[config.mk]
export PLATFORM = sky130hd
export DESIGN_NAME = led_pattern_encoder
export DESIGN_NICKNAME = d
export VERILOG_FILES = /design/src/rtl/led_pattern_encoder.sv
export SDC_FILE = /design/constraint.sdc
export NUM_CORES = 1
export LEC_CHECK = 0
export ABC_AREA = 1
export BUFFER_PORTS_ARGS = -buffer_cell sky130_fd_sc_hd__buf_4
export CORE_ASPECT_RATIO = 0.8
export CORE_MARGIN = 1
export CORE_UTILIZATION = 43
export CTS_CLUSTER_SIZE = 25
export DETAILED_ROUTE_END_ITERATION = 12
export SYNTH_ARGS = -nofsm -noshare
export SYNTH_HDL_FRONTEND = slang
export SYNTH_SLANG_ARGS = --single-unit
[constraint.sdc]
create_clock -name clk -period 1.8 [get_ports clk]
set_clock_uncertainty 0.05 [all_clocks]
set_input_delay 0.09 -clock clk [delete_from_list [all_inputs] [get_ports clk]]
set_output_delay 0.09 -clock clk [all_outputs]
set_load 0.05 [all_outputs]
[src/rtl/led_pattern_encoder.sv]
// led_pattern_encoder
//   Recovers the 0..7 position from an 8-bit one-hot switch/LED pattern.
//   The raw bus is passed through a 2-flop synchroniser. A new value must
//   hold for STABLE_CYCLES clocks before it is accepted and registered.
//   A third register stage holds the previous synchronised value so that
//   changes can be detected.
//
// Optional feature macro: STRICT_ONEHOT_EN
//   defined   : a multi-hot pattern is flagged (err=1, valid=0, number holds)
//   undefined : a multi-hot pattern is priority encoded (highest set bit), err=0
//
// Parameters
//   STABLE_CYCLES : clocks a synchronised value must hold before acceptance (>= 2)
//   CNT_W         : stability counter width, 2**CNT_W > STABLE_CYCLES
//
// Ports
//   clk     in   1  clock, all logic on posedge
//   reset   in   1  synchronous active-low reset
//   pattern in   8  raw asynchronous pattern, bit i = position i
//   number  out  3  accepted index
//   valid   out  1  number reflects an accepted non-empty pattern
//   changed out  1  one-cycle pulse when {valid,number,err} takes a new value
//   err     out  1  multi-hot pattern accepted (STRICT_ONEHOT_EN only)
//
// States
//   state  | meaning
//   IDLE   | after reset, nothing pending, counter held at 0
//   SETTLE | a change was seen, counting stable cycles
//   LOCK   | last value accepted, counter held at 0 until the next change

module led_pattern_encoder #(
    parameter int STABLE_CYCLES = 16,
    parameter int CNT_W         = 5
) (
    input  logic       clk,
    input  logic       reset,
    input  logic [7:0] pattern,
    output logic [2:0] number,
    output logic       valid,
    output logic       changed,
    output logic       err
);

    localparam logic [CNT_W-1:0] CNT_LAST = CNT_W'(STABLE_CYCLES - 1);

    typedef enum logic [1:0] {
        IDLE   = 2'd0,
        SETTLE = 2'd1,
        LOCK   = 2'd2
    } state_t;

    state_t           state, state_nxt;
    logic [7:0]       sync_meta, sync, sync_prev;
    logic [CNT_W-1:0] cnt, cnt_nxt;
    logic [2:0]       number_nxt;
    logic             valid_nxt, err_nxt, changed_nxt;
    logic             sync_change, accept;
    logic [2:0]       hi_idx;
    logic             one_hot;

    // sync_prev lags sync by one clock, so a change is visible for exactly
    // the cycle after the new value reaches the second synchroniser stage.
    assign sync_change = (sync != sync_prev);

    always_comb begin
        hi_idx = 3'd0;
        for (int i = 0; i < 8; i++) begin
            if (sync[i]) begin
                hi_idx = 3'(i);
            end
        end
    end

    assign one_hot = (sync != 8'd0) && ((sync & (sync - 8'd1)) == 8'd0);

    always_ff @(posedge clk) begin
        if (!reset) begin
            sync_meta <= 8'd0;
            sync      <= 8'd0;
            sync_prev <= 8'd0;
            state     <= IDLE;
            cnt       <= '0;
            number    <= 3'd0;
            valid     <= 1'b0;
            err       <= 1'b0;
            changed   <= 1'b0;
        end else begin
            sync_meta <= pattern;
            sync      <= sync_meta;
            sync_prev <= sync;
            state     <= state_nxt;
            cnt       <= cnt_nxt;
            number    <= number_nxt;
            valid     <= valid_nxt;
            err       <= err_nxt;
            changed   <= changed_nxt;
        end
    end

    always_comb begin
        state_nxt  = state;
        cnt_nxt    = cnt;
        accept     = 1'b0;
        number_nxt = number;
        valid_nxt  = valid;
        err_nxt    = err;

        case (state)
            IDLE: begin
                cnt_nxt = '0;
                if (sync_change) begin
                    state_nxt = SETTLE;
                end
            end
            SETTLE: begin
                if (sync_change) begin
                    cnt_nxt = '0;
                end else if (cnt == CNT_LAST) begin
                    accept    = 1'b1;
                    state_nxt = LOCK;
                    cnt_nxt   = '0;
                end else begin
                    cnt_nxt = cnt + CNT_W'(1);
                end
            end
            LOCK: begin
                cnt_nxt = '0;
                if (sync_change) begin
                    state_nxt = SETTLE;
                end
            end
            default: begin
                state_nxt = IDLE;
                cnt_nxt   = '0;
            end
        endcase

        if (accept) begin
            if (sync == 8'd0) begin
                valid_nxt = 1'b0;
                err_nxt   = 1'b0;
            end else if (one_hot) begin
                number_nxt = hi_idx;
                valid_nxt  = 1'b1;
                err_nxt    = 1'b0;
            end else begin
`ifdef STRICT_ONEHOT_EN
                valid_nxt = 1'b0;
                err_nxt   = 1'b1;
`else
                number_nxt = hi_idx;
                valid_nxt  = 1'b1;
                err_nxt    = 1'b0;
`endif
            end
        end

        changed_nxt = accept &&
                      ({valid_nxt, number_nxt, err_nxt} != {valid, number, err});
    end

endmodule

# Word-level counts from Yosys, hierarchy flattened
# Cells that the tools add are included.
[op_classes]
n_mux = 19
reduce_logical = 6
addsub = 1
n_eq_ne = 8
n_bitwise = 2
[ops]
columns = ["cell", "n"]
rows = [
  ["$mux W3", 8],
  ["$logic_not A8 Y1", 1],
  ["$ne A8 B8 Y1", 1],
  ["$mux W1", 7],
  ["$mux W2", 3],
  ["$add A5 B1 Y5 const B", 1],
  ["$eq A5 B4 Y1 const B", 1],
  ["$ne A5 B5 Y1", 1],
  ["$ne A2 B2 Y1 const B", 2],
  ["$pmux W2 S2", 1],
  ["$reduce_or A4 Y1", 1],
  ["$reduce_and A3 Y1", 1],
  ["$eq A2 B1 Y1 const B", 1],
  ["$eq A2 B2 Y1 const B", 1],
  ["$logic_not A2 Y1", 1],
  ["$ne A2 B1 Y1 const B", 1],
  ["$not A1 Y1", 2],
  ["$reduce_or A2 Y1", 1],
  ["$logic_and A1 B1 Y1", 1],
]
[word_totals]
reg_bits = 37
inputBits = 10
out_inout_bits = 6

# Longest topological paths before layout
# Gate-level depths: netlist of the first run.
[logic_depth]
depth_word = 11
ltp_mapped = 13
ltp_nobuf = 13

# Worst setup path before layout of the first run
# OpenSTA, ideal clock, no wires.
[synth_path]
path_type = "reg-to-reg"
start = "register cnt[0]"
end = "register changed"
path_buffers = 0
setup_ps = 64
path_slack_ps = 137
t_required_ps = 1686
arrival_time_ps = 1549
path_stages_with_launch = 13
path_cell_list = "dfxtp_1 -> ha_1 -> inv_1 -> nor2_1 -> ha_1 -> inv_1 -> nor3_4 -> nand2_4 -> nor2_8 -> nand3_1 -> nand3_1 -> nor2_1 -> nor2_1"
[synth_via]
elab_chain_len = 7
[synth_lines]
columns = ["element", "line_no", "source"]
rows = [
  ["from (decl)", "54", "logic [CNT_W-1:0] cnt, cnt_nxt;"],
  ["from (signal assigned)", "92", "cnt <= cnt_nxt;"],
  ["$eq A5 B4 Y1 (*)", "118", "end else if (cnt == CNT_LAST) begin"],
  ["$mux W1 (*)", "118", ""],
  ["$mux W1 (*)", "116", "if (sync_change) begin"],
  ["$mux W1 (*)", "108", "case (state)"],
  ["$mux W1 or $mux W3 (tied branches)", "138", "if (accept) begin"],
  ["$ne A5 B5 Y1", "159", "({valid_nxt, number_nxt, err_nxt} != {valid, number, err});"],
  ["$logic_and A1 B1 Y1 (*)", "158", "changed_nxt = accept &&"],
  ["to (signal assigned)", "96", "changed <= changed_nxt;"],
  ["to (decl)", "40", "output logic changed,"],
]
# Every way passes the cells marked *; elsewhere a longest branch is shown, timed or not.
# A chain may end at the register's enable or synchronous reset.

# Final worst setup path of the first run
# Same ends and word-level chain as after synthesis.

==> qor.yml, run 1 <==
sta:
  final_hold_viol_count: 0
  fmax_ghz: 0.587
  finalCriticalPeriod_ns: 1.70
  period_share_pct: 94.6
  worst_slew_pin_slew_ns: 0.446
  rsz0062_at_grt: "true"
  relSlewSlack_pct: 70.0
  finalSetupTns_ns: 0
  finalSetupViolCount: 0
  slew_violations: 0
clock_network:
  cts_tree: "done"
  insertion_delay_ns: 0.28
  cts.sinks: 37
  htreeDepth: 2
  path_clk_slew_ns: 0.06
  clk_path_buf_depth: 2
  numCtsBuffers: 5
  cts-root-buf: "clkbuf_8"
placement:
  hpwl_um: 1930
  place_inst: 286
  gp_congestion: 0.817
  portBuffers: 15
  place_area_um2: 1780
worst_setup_path:
  path_cells: "ha_2 > inv_2 > nor2_2 > ha_2 > inv_2 > nor3_4 > buf_6 > nand2_4 > nor2_8 > nand3_1 > nand3_1 > nor2_1 > nor2_1"
  path_max_fanout: 7
  worst_setup_path_start_kind: "flop"
  path_buf_inv: 3
  r2r_start: "cnt[0]"
  worstReg2RegEnd: "changed"
  rrSetupSlack_ns: 0.1
  cp_data_arrival_time_ns: 1.87
  slowest_stage: "dfxtp_2"
  cp_top_family: "simple AND/OR/NAND/NOR gates"
  path_class: "reg2reg"
  crit_required_ns: 1.97
  end_kind: "flop"
  max_stage_delay_ns: 0.33
  reg2regPathDepth: 13
global_route:
  grt_pass1_vias: 1207
  grt_pass1_wl_um: 4730
  track_usage_pct: 15.5
  grt_max_degree: 30
  gr-total-overflow: 0
  antenna_found_initial: 0
logic_synthesis:
  seq_area_frac_synth_pct: 45.9
  ys_warn_count: 0
  synth_nets: 243
  synth_area_um2: 1610
  syn_inst: 231
  avgSynthCellArea_um2: 6.99
  synth_cell_types: 25
  synth_seq_cells: 37
drt:
  via_count: 1326
  dr.pass1.iters: 8
  finalWirelength_um: 2720
  drt_iter0_markers: 48
  viasPerCell: 4.35
  remaining_drc_errors: 2
  ant_nets: 0
  wl_per_cell_um: 8.92
finish:
  nNetsFinal: 276
  area_growth_pct: 22.7
  stdcell_count: 305
  final_common_cell: "nand2_1"
  diodes: 0
  drive_above_1_share_pct: 19.4
  mostFrequentLayoutCells: "69 x nand2_1, 51 x inv_1, 35 x dfxtp_1"
  finalInstanceArea_um2: 1980
worst_hold_path:
  hold_path_class: "in2reg"
  hp-start: "reset"
  whs_path_depth: 3
  whs_endpoint: "sync_meta[1]"
power_and_ir_drop:
  irDropWorstVdd_uv: 551
  leakagePower_nw: 1.08
  total_power_mw: 1.52
  p_per_area_nw_per_um2: 769
run:
  max-cap-violations: 0
floorplan:
  rows: 19
  start_util_pct: 45.9
  coreArea_um2: 3520
  die_w_um: 70.5
  die_h_um: 56.8
  io_pins: 16
  die-area_um2: 4000
run_status:
  status: "finished with violations"
  violations: "DRC"
-- worst max-delay path by stage --
stage                 from       to  slack, ns  cells after the start
floorplan           cnt[0]  changed       0.14                     12
global placement    cnt[0]  changed       0.05                     12
detailed placement  cnt[0]  changed     -0.008                     12
CTS                 cnt[0]  changed       0.01                     13
global route        cnt[0]  changed      -0.05                     13
finish              cnt[0]  changed        0.1                     13
-- layout make-up --
class / count / area [um2]
fillers: 338 / 1540
flip-flops and latches: 37 / 743
multi-input cells: 132 / 648
repair buffers: 29 / 241
inverters: 59 / 221
clock buffers: 5 / 68.8
well taps: 42 / 52.6
clock inverters: 1 / 5.00
-- power by group --
group,internal (mW),leakage (nW),total [mW],switching [mW]
logic,0.0658,0.732,0.156,0.0905
clock network,0.254,0.0399,0.506,0.252
registers,0.844,0.304,0.860,0.0161
total,1.16,1.08,1.52,0.358
-- worst reg2reg max path: cells and delay by family (launching register included) --
| family | cells | cell delay, ns |
|---|---|---|
| buffers and inverters | 3 | 0.23 |
| adders and majority gates | 2 | 0.35 |
| and+or+nand+nor | 8 | 0.69 |
| DFF | 1 | 0.33 |
-- synth_stat cells (all sizes together) --
| cell type | count | area, um2 |
|---|---|---|
| a211oi | 1 | 7.51 |
| a21oi | 4 | 20.0 |
| and3 | 1 | 6.26 |
| clkbuf | 3 | 11.3 |
| dfxtp | 37 | 741 |
| ha | 2 | 25.0 |
| inv | 59 | 221 |
| nand2 | 73 | 289 |
| nand3 | 10 | 50.1 |
| nand3b | 2 | 15.0 |
| nand4 | 5 | 31.3 |
| nor2 | 23 | 118 |
| nor3 | 3 | 26.3 |
| o21ai | 4 | 20.0 |
| o41ai | 1 | 8.76 |
| or2 | 1 | 6.26 |
| xnor2 | 1 | 8.76 |
| xor2 | 1 | 8.76 |
-- cell families (layout without fill, tap and decap cells) --
kind of cell,after synthesis,count (layout),share of synthesized area [%]
fa+ha+maj,2,2,1.55
compound gates,10,10,3.49
xor+xnor,2,2,1.09
simple gates,118,118,33.6
flops,37,37,45.9
buf+inv,62,94,14.4
-- what timing repair did --
| action | CTS | global route |
|---|---|---|
| setup endpoints to repair | 1 | 3 |
| endpoints found under the hold margin | 8 | 0 |
| setup buffers | 4 | 1 |
| resized for setup | 5 | 3 |
| pin swaps | 4 | 8 |
| hold buffers | 8 | 0 |
| cloned | 0 | 0 |
-- metal layers --
metal	vias to the layer above	GRT usage (%)	routed length, um
li1	741	-	-
met1	562	18.4	1350
met2	19	25.4	1230
met3	4	4.85	94
met4	0	7.29	42
met5	-	0	0
-- sequential cells by signal (all words and copies together) (netlist names) --
| signal | count |
|---|---|
| sync_meta | 8 |
| number | 3 |
| sync_prev | 8 |
| sync | 8 |
| valid | 1 |
| cnt | 5 |
| state | 2 |
| changed | 1 |
| err | 1 |
-- metrics by stage --
step / worst slack (ns) / utilization, % / hold slack, ns
after floorplan: 0.137 / - / 0.138
after detailed placement: -0.00778 / 50.5 / 0.225
after global routing: -0.0469 / 56.3 / 0.144
after CTS: 0.0109 / 55.9 / 0.134
after global placement: 0.0537 / 50.5 / 0.221
final: 0.0970 / 56.3 / 0.136
Note: power is estimated with default switching activity, not from simulation.
==> inputs of run 2 (changes only) <==
--- a/config.mk
+++ b/config.mk
@@ -5,7 +5,6 @@
 export SDC_FILE = /design/constraint.sdc
 export NUM_CORES = 1
 export LEC_CHECK = 0
-export ABC_AREA = 1
 export BUFFER_PORTS_ARGS = -buffer_cell sky130_fd_sc_hd__buf_4
 export CORE_ASPECT_RATIO = 0.8
 export CORE_MARGIN = 1
==> run 2 against run 1 <==
The run now ends clean. Non-clock buffer count up 4. Final area decreased by 4.5%. Hold slack worse by 0.034 ns. Die area is 13% lower. Synthesized cell count is 43% lower. Critical path type unchanged.
==> qor.yml, run 2 <==
placement:
  gp_congestion: 0.764  # -6.6%
  hpwl_um: 1630  # -16%
  portBuffers: 15  # unchanged
clock_network:
  clk_path_buf_depth: 2  # unchanged
  numCtsBuffers: 5  # unchanged
  htreeDepth: 2  # unchanged
  cts.sinks: 37  # unchanged
  cts_tree: "done"
  cts-root-buf: "clkbuf_8"
  insertion_delay_ns: 0.29  # about the same
  path_clk_slew_ns: 0.07  # about the same
drt:
  remaining_drc_errors: 0  # -2
  wl_per_cell_um: 12.2  # +37%
  dr_wl_met3_um: 102  # +8.5%
  routed-wl-met2_um: 1300  # +5.6%
  met1_length_um: 1170  # -13%
  finalWirelength_um: 2570  # -5.4%
  ant_nets: 0  # unchanged
  viasPerCell: 4.86  # +12%
  via_count: 1025  # -23%
  drt_iter0_markers: 38  # -21%
  dr.pass1.iters: 4  # -4
  maxUsedRoutingLayer: "met3"
global_route:
  track_usage_pct: 15.7  # +0.26 points
  antenna_found_initial: 0  # unchanged
  gr-total-overflow: 0  # unchanged
  grt_pass1_wl_um: 3880  # -18%
  grt_pass1_vias: 913  # -24%
  grt_max_degree: 27  # -10%
finish:
  mostFrequentLayoutCells: "34 x dfxtp_1, 25 x buf_4, 22 x and2_1"
  largestRegisters: "sync: 8 flops, sync_meta: 8 flops, sync_prev: 8 flops"
  fillers: 248  # -27%
  diodes: 0  # unchanged
  nNetsFinal: 182  # -34%
  final_common_cell: "dfxtp_1"
  drive_above_1_share_pct: 30.4  # +11 points
  final_core_util_pct: 61.3  # +5.0 points
  area_growth_pct: 36.0
worst_setup_path:
  rrSetupSlack_ns: 0.07  # -0.03 ns
  worst_setup_path_start_kind: "flop"
  endpoint: "changed"
  cp_data_arrival_time_ns: 1.85  # -0.02 ns
  end_kind: "flop"
  worstReg2RegEnd: "changed"
  path_max_fanout: 4  # -3
  crit_path_start: "sync[7]"
  path_class: "reg2reg"
  r2r_start: "sync[7]"
  crit_required_ns: 1.92  # -0.05 ns
  reg2regPathDepth: 6  # -7
sta:
  worst_slew_pin_slew_ns: 0.379  # -0.0665 ns
  rsz0062_at_grt: "true"
  finalSetupViolCount: 0  # unchanged
  fmax_ghz: 0.577  # -1.7%
  slew_violations: 0  # unchanged
  finalCriticalPeriod_ns: 1.73  # +0.0297 ns
  relSlewSlack_pct: 74.5  # +4.4 points
  final_hold_viol_count: 0  # unchanged
  period_share_pct: 96.3  # +1.6 points
  hold_slack_ns: 0.102  # -0.0344 ns
logic_synthesis:
  synth_seq_cells: 37  # unchanged
  synth_flop_cell: "dfxtp_1"
  ys_warn_count: 0  # unchanged
  syn_inst: 132  # -43%
  yosys-top-cells-area: "dfxtp_1 53%, and2_1 10%, xor2_1 5.7%"
  synthTopCellsByCount: "37 x dfxtp_1, 23 x and2_1, 11 x nor2_1, 9 x xor2_1, 5 x nand2_1"
  avgSynthCellArea_um2: 10.5  # +51%
  synthArstFlopShare_pct: 0  # unchanged
  synth_nets: 144  # -41%
  synth.top_cell.area_share_pct: 53.2  # +7.3 points
  synth_most_common_cell: "dfxtp_1"
  synth_area_um2: 1390  # -14%
  seq_area_frac_synth_pct: 53.2  # +7.3 points
  synth_cell_types: 38  # +52%
  synth-edff-count: 0  # unchanged
  synth_top_area_cell: "dfxtp_1"
power_and_ir_drop:
  total_power_mw: 1.77  # +16%
  p_per_area_nw_per_um2: 934  # +22%
  irDropWorstVdd_uv: 619  # +12%
  leakagePower_nw: 0.788  # -27%
floorplan:
  die-area_um2: 3470  # -13%
  start_util_pct: 45.1  # -0.78 points
  die_w_um: 65.6  # -7.0%
  die_h_um: 52.9  # -6.9%
  coreArea_um2: 3090  # -12%
  rows: 18  # -1
  io_pins: 16  # unchanged
run:
  max-cap-violations: 0  # unchanged
worst_hold_path:
  hold_path_class: "in2reg"
run_status:
  status: "complete, no violations"
## run 2: cell count changes after synthesis, moves of 7 or more
| cell | change |
|---|---|
| and2_1 | +23 |
| nand3_1 | -9 |
| nand2_1 | -64 |
| inv_1 | -49 |
| xor2_1 | +8 |
| nor2_1 | -7 |
## run 2: metrics by stage
| stage | cells | TNS [ns] | worst slack [ns] | cell area, um2 |
|---|---|---|---|---|
| after floorplan | 132 | 0 | 0.0928 | 1390 |
| after global placement | 190 | 0 | 0.0127 | 1580 |
| after detailed placement | 190 | -0.187 | -0.0791 | 1580 |
| after CTS | 206 | 0 | 0.00775 | 1790 |
| after global routing | 211 | -0.0936 | -0.0593 | 1890 |
| final | 211 | 0 | 0.0673 | 1890 |
## run 2: power by group
part | switching (mW) | leakage [nW] | internal [mW] | total, mW
Sequential | 0.0185 | 0.304 | 0.844 | 0.862
Combinational | 0.0762 | 0.426 | 0.0913 | 0.168
Clock | 0.288 | 0.0574 | 0.450 | 0.738
Total | 0.383 | 0.788 | 1.39 | 1.77
## run 2: cells by family (layout without fill, tap and decap cells)
kind of cell,after synthesis,after routing,synth area share [%]
adders and majority gates,2,2,1.80
AOI/OAI and AO/OA,18,18,10.2
and+or+nand+nor,55,56,24.3
buffers and inverters,8,46,2.70
xor gates and xnor gates,10,10,6.30
muxes,2,2,1.53
DFF,37,37,53.2
## run 2: cell type report
class                      instances  area [um2]  share of cell area (%)
inverter                           5        18.8                   0.992
timing repair buffer              33         268                    14.2
clock buffer                       6        82.6                    4.37
clock inverter                     2        37.5                    1.98
multi-input combinational         88         691                    36.5
sequential                        37         744                    39.4
tap                               40        50.0                    2.65
## run 2: critical path, stage by stage (launching register included)
cell       delay, ns
dfxtp_1         0.34
buf_4           0.16
nor4_4          0.36
and2_4          0.22
a31oi_2         0.04
a2111oi_2       0.33
a211oi_1        0.12
## run 2: worst min-delay path by stage
stage               start            to  slack, ns  cells after the start
2_1_floorplan  pattern[0]  sync_meta[0]       0.17                      1
3_3_place_gp   pattern[1]  sync_meta[1]       0.25                      2
3_5_place_dp   pattern[1]  sync_meta[1]       0.25                      2
4_1_cts             reset     number[1]        0.1                      2
5_1_grt             reset     number[1]       0.11                      2
6_report            reset     number[1]       0.10                      2
## run 2: metal layers
layer,vias up,global-route usage [%]
li1,527,-
met1,477,17.5
met2,21,26.6
met3,0,7.11
met4,0,5.43
met5,-,0
## run 2: what timing repair did
| item | 4_1_cts | 5_1_grt |
|---|---|---|
| endpoints found under the hold margin | 8 | 0 |
| pin swaps | 1 | 6 |
| hold buffers | 8 | 0 |
| setup endpoints to repair | 4 | 7 |
| cloned | 0 | 1 |
| resized for setup | 1 | 14 |
| setup buffers | 0 | 4 |
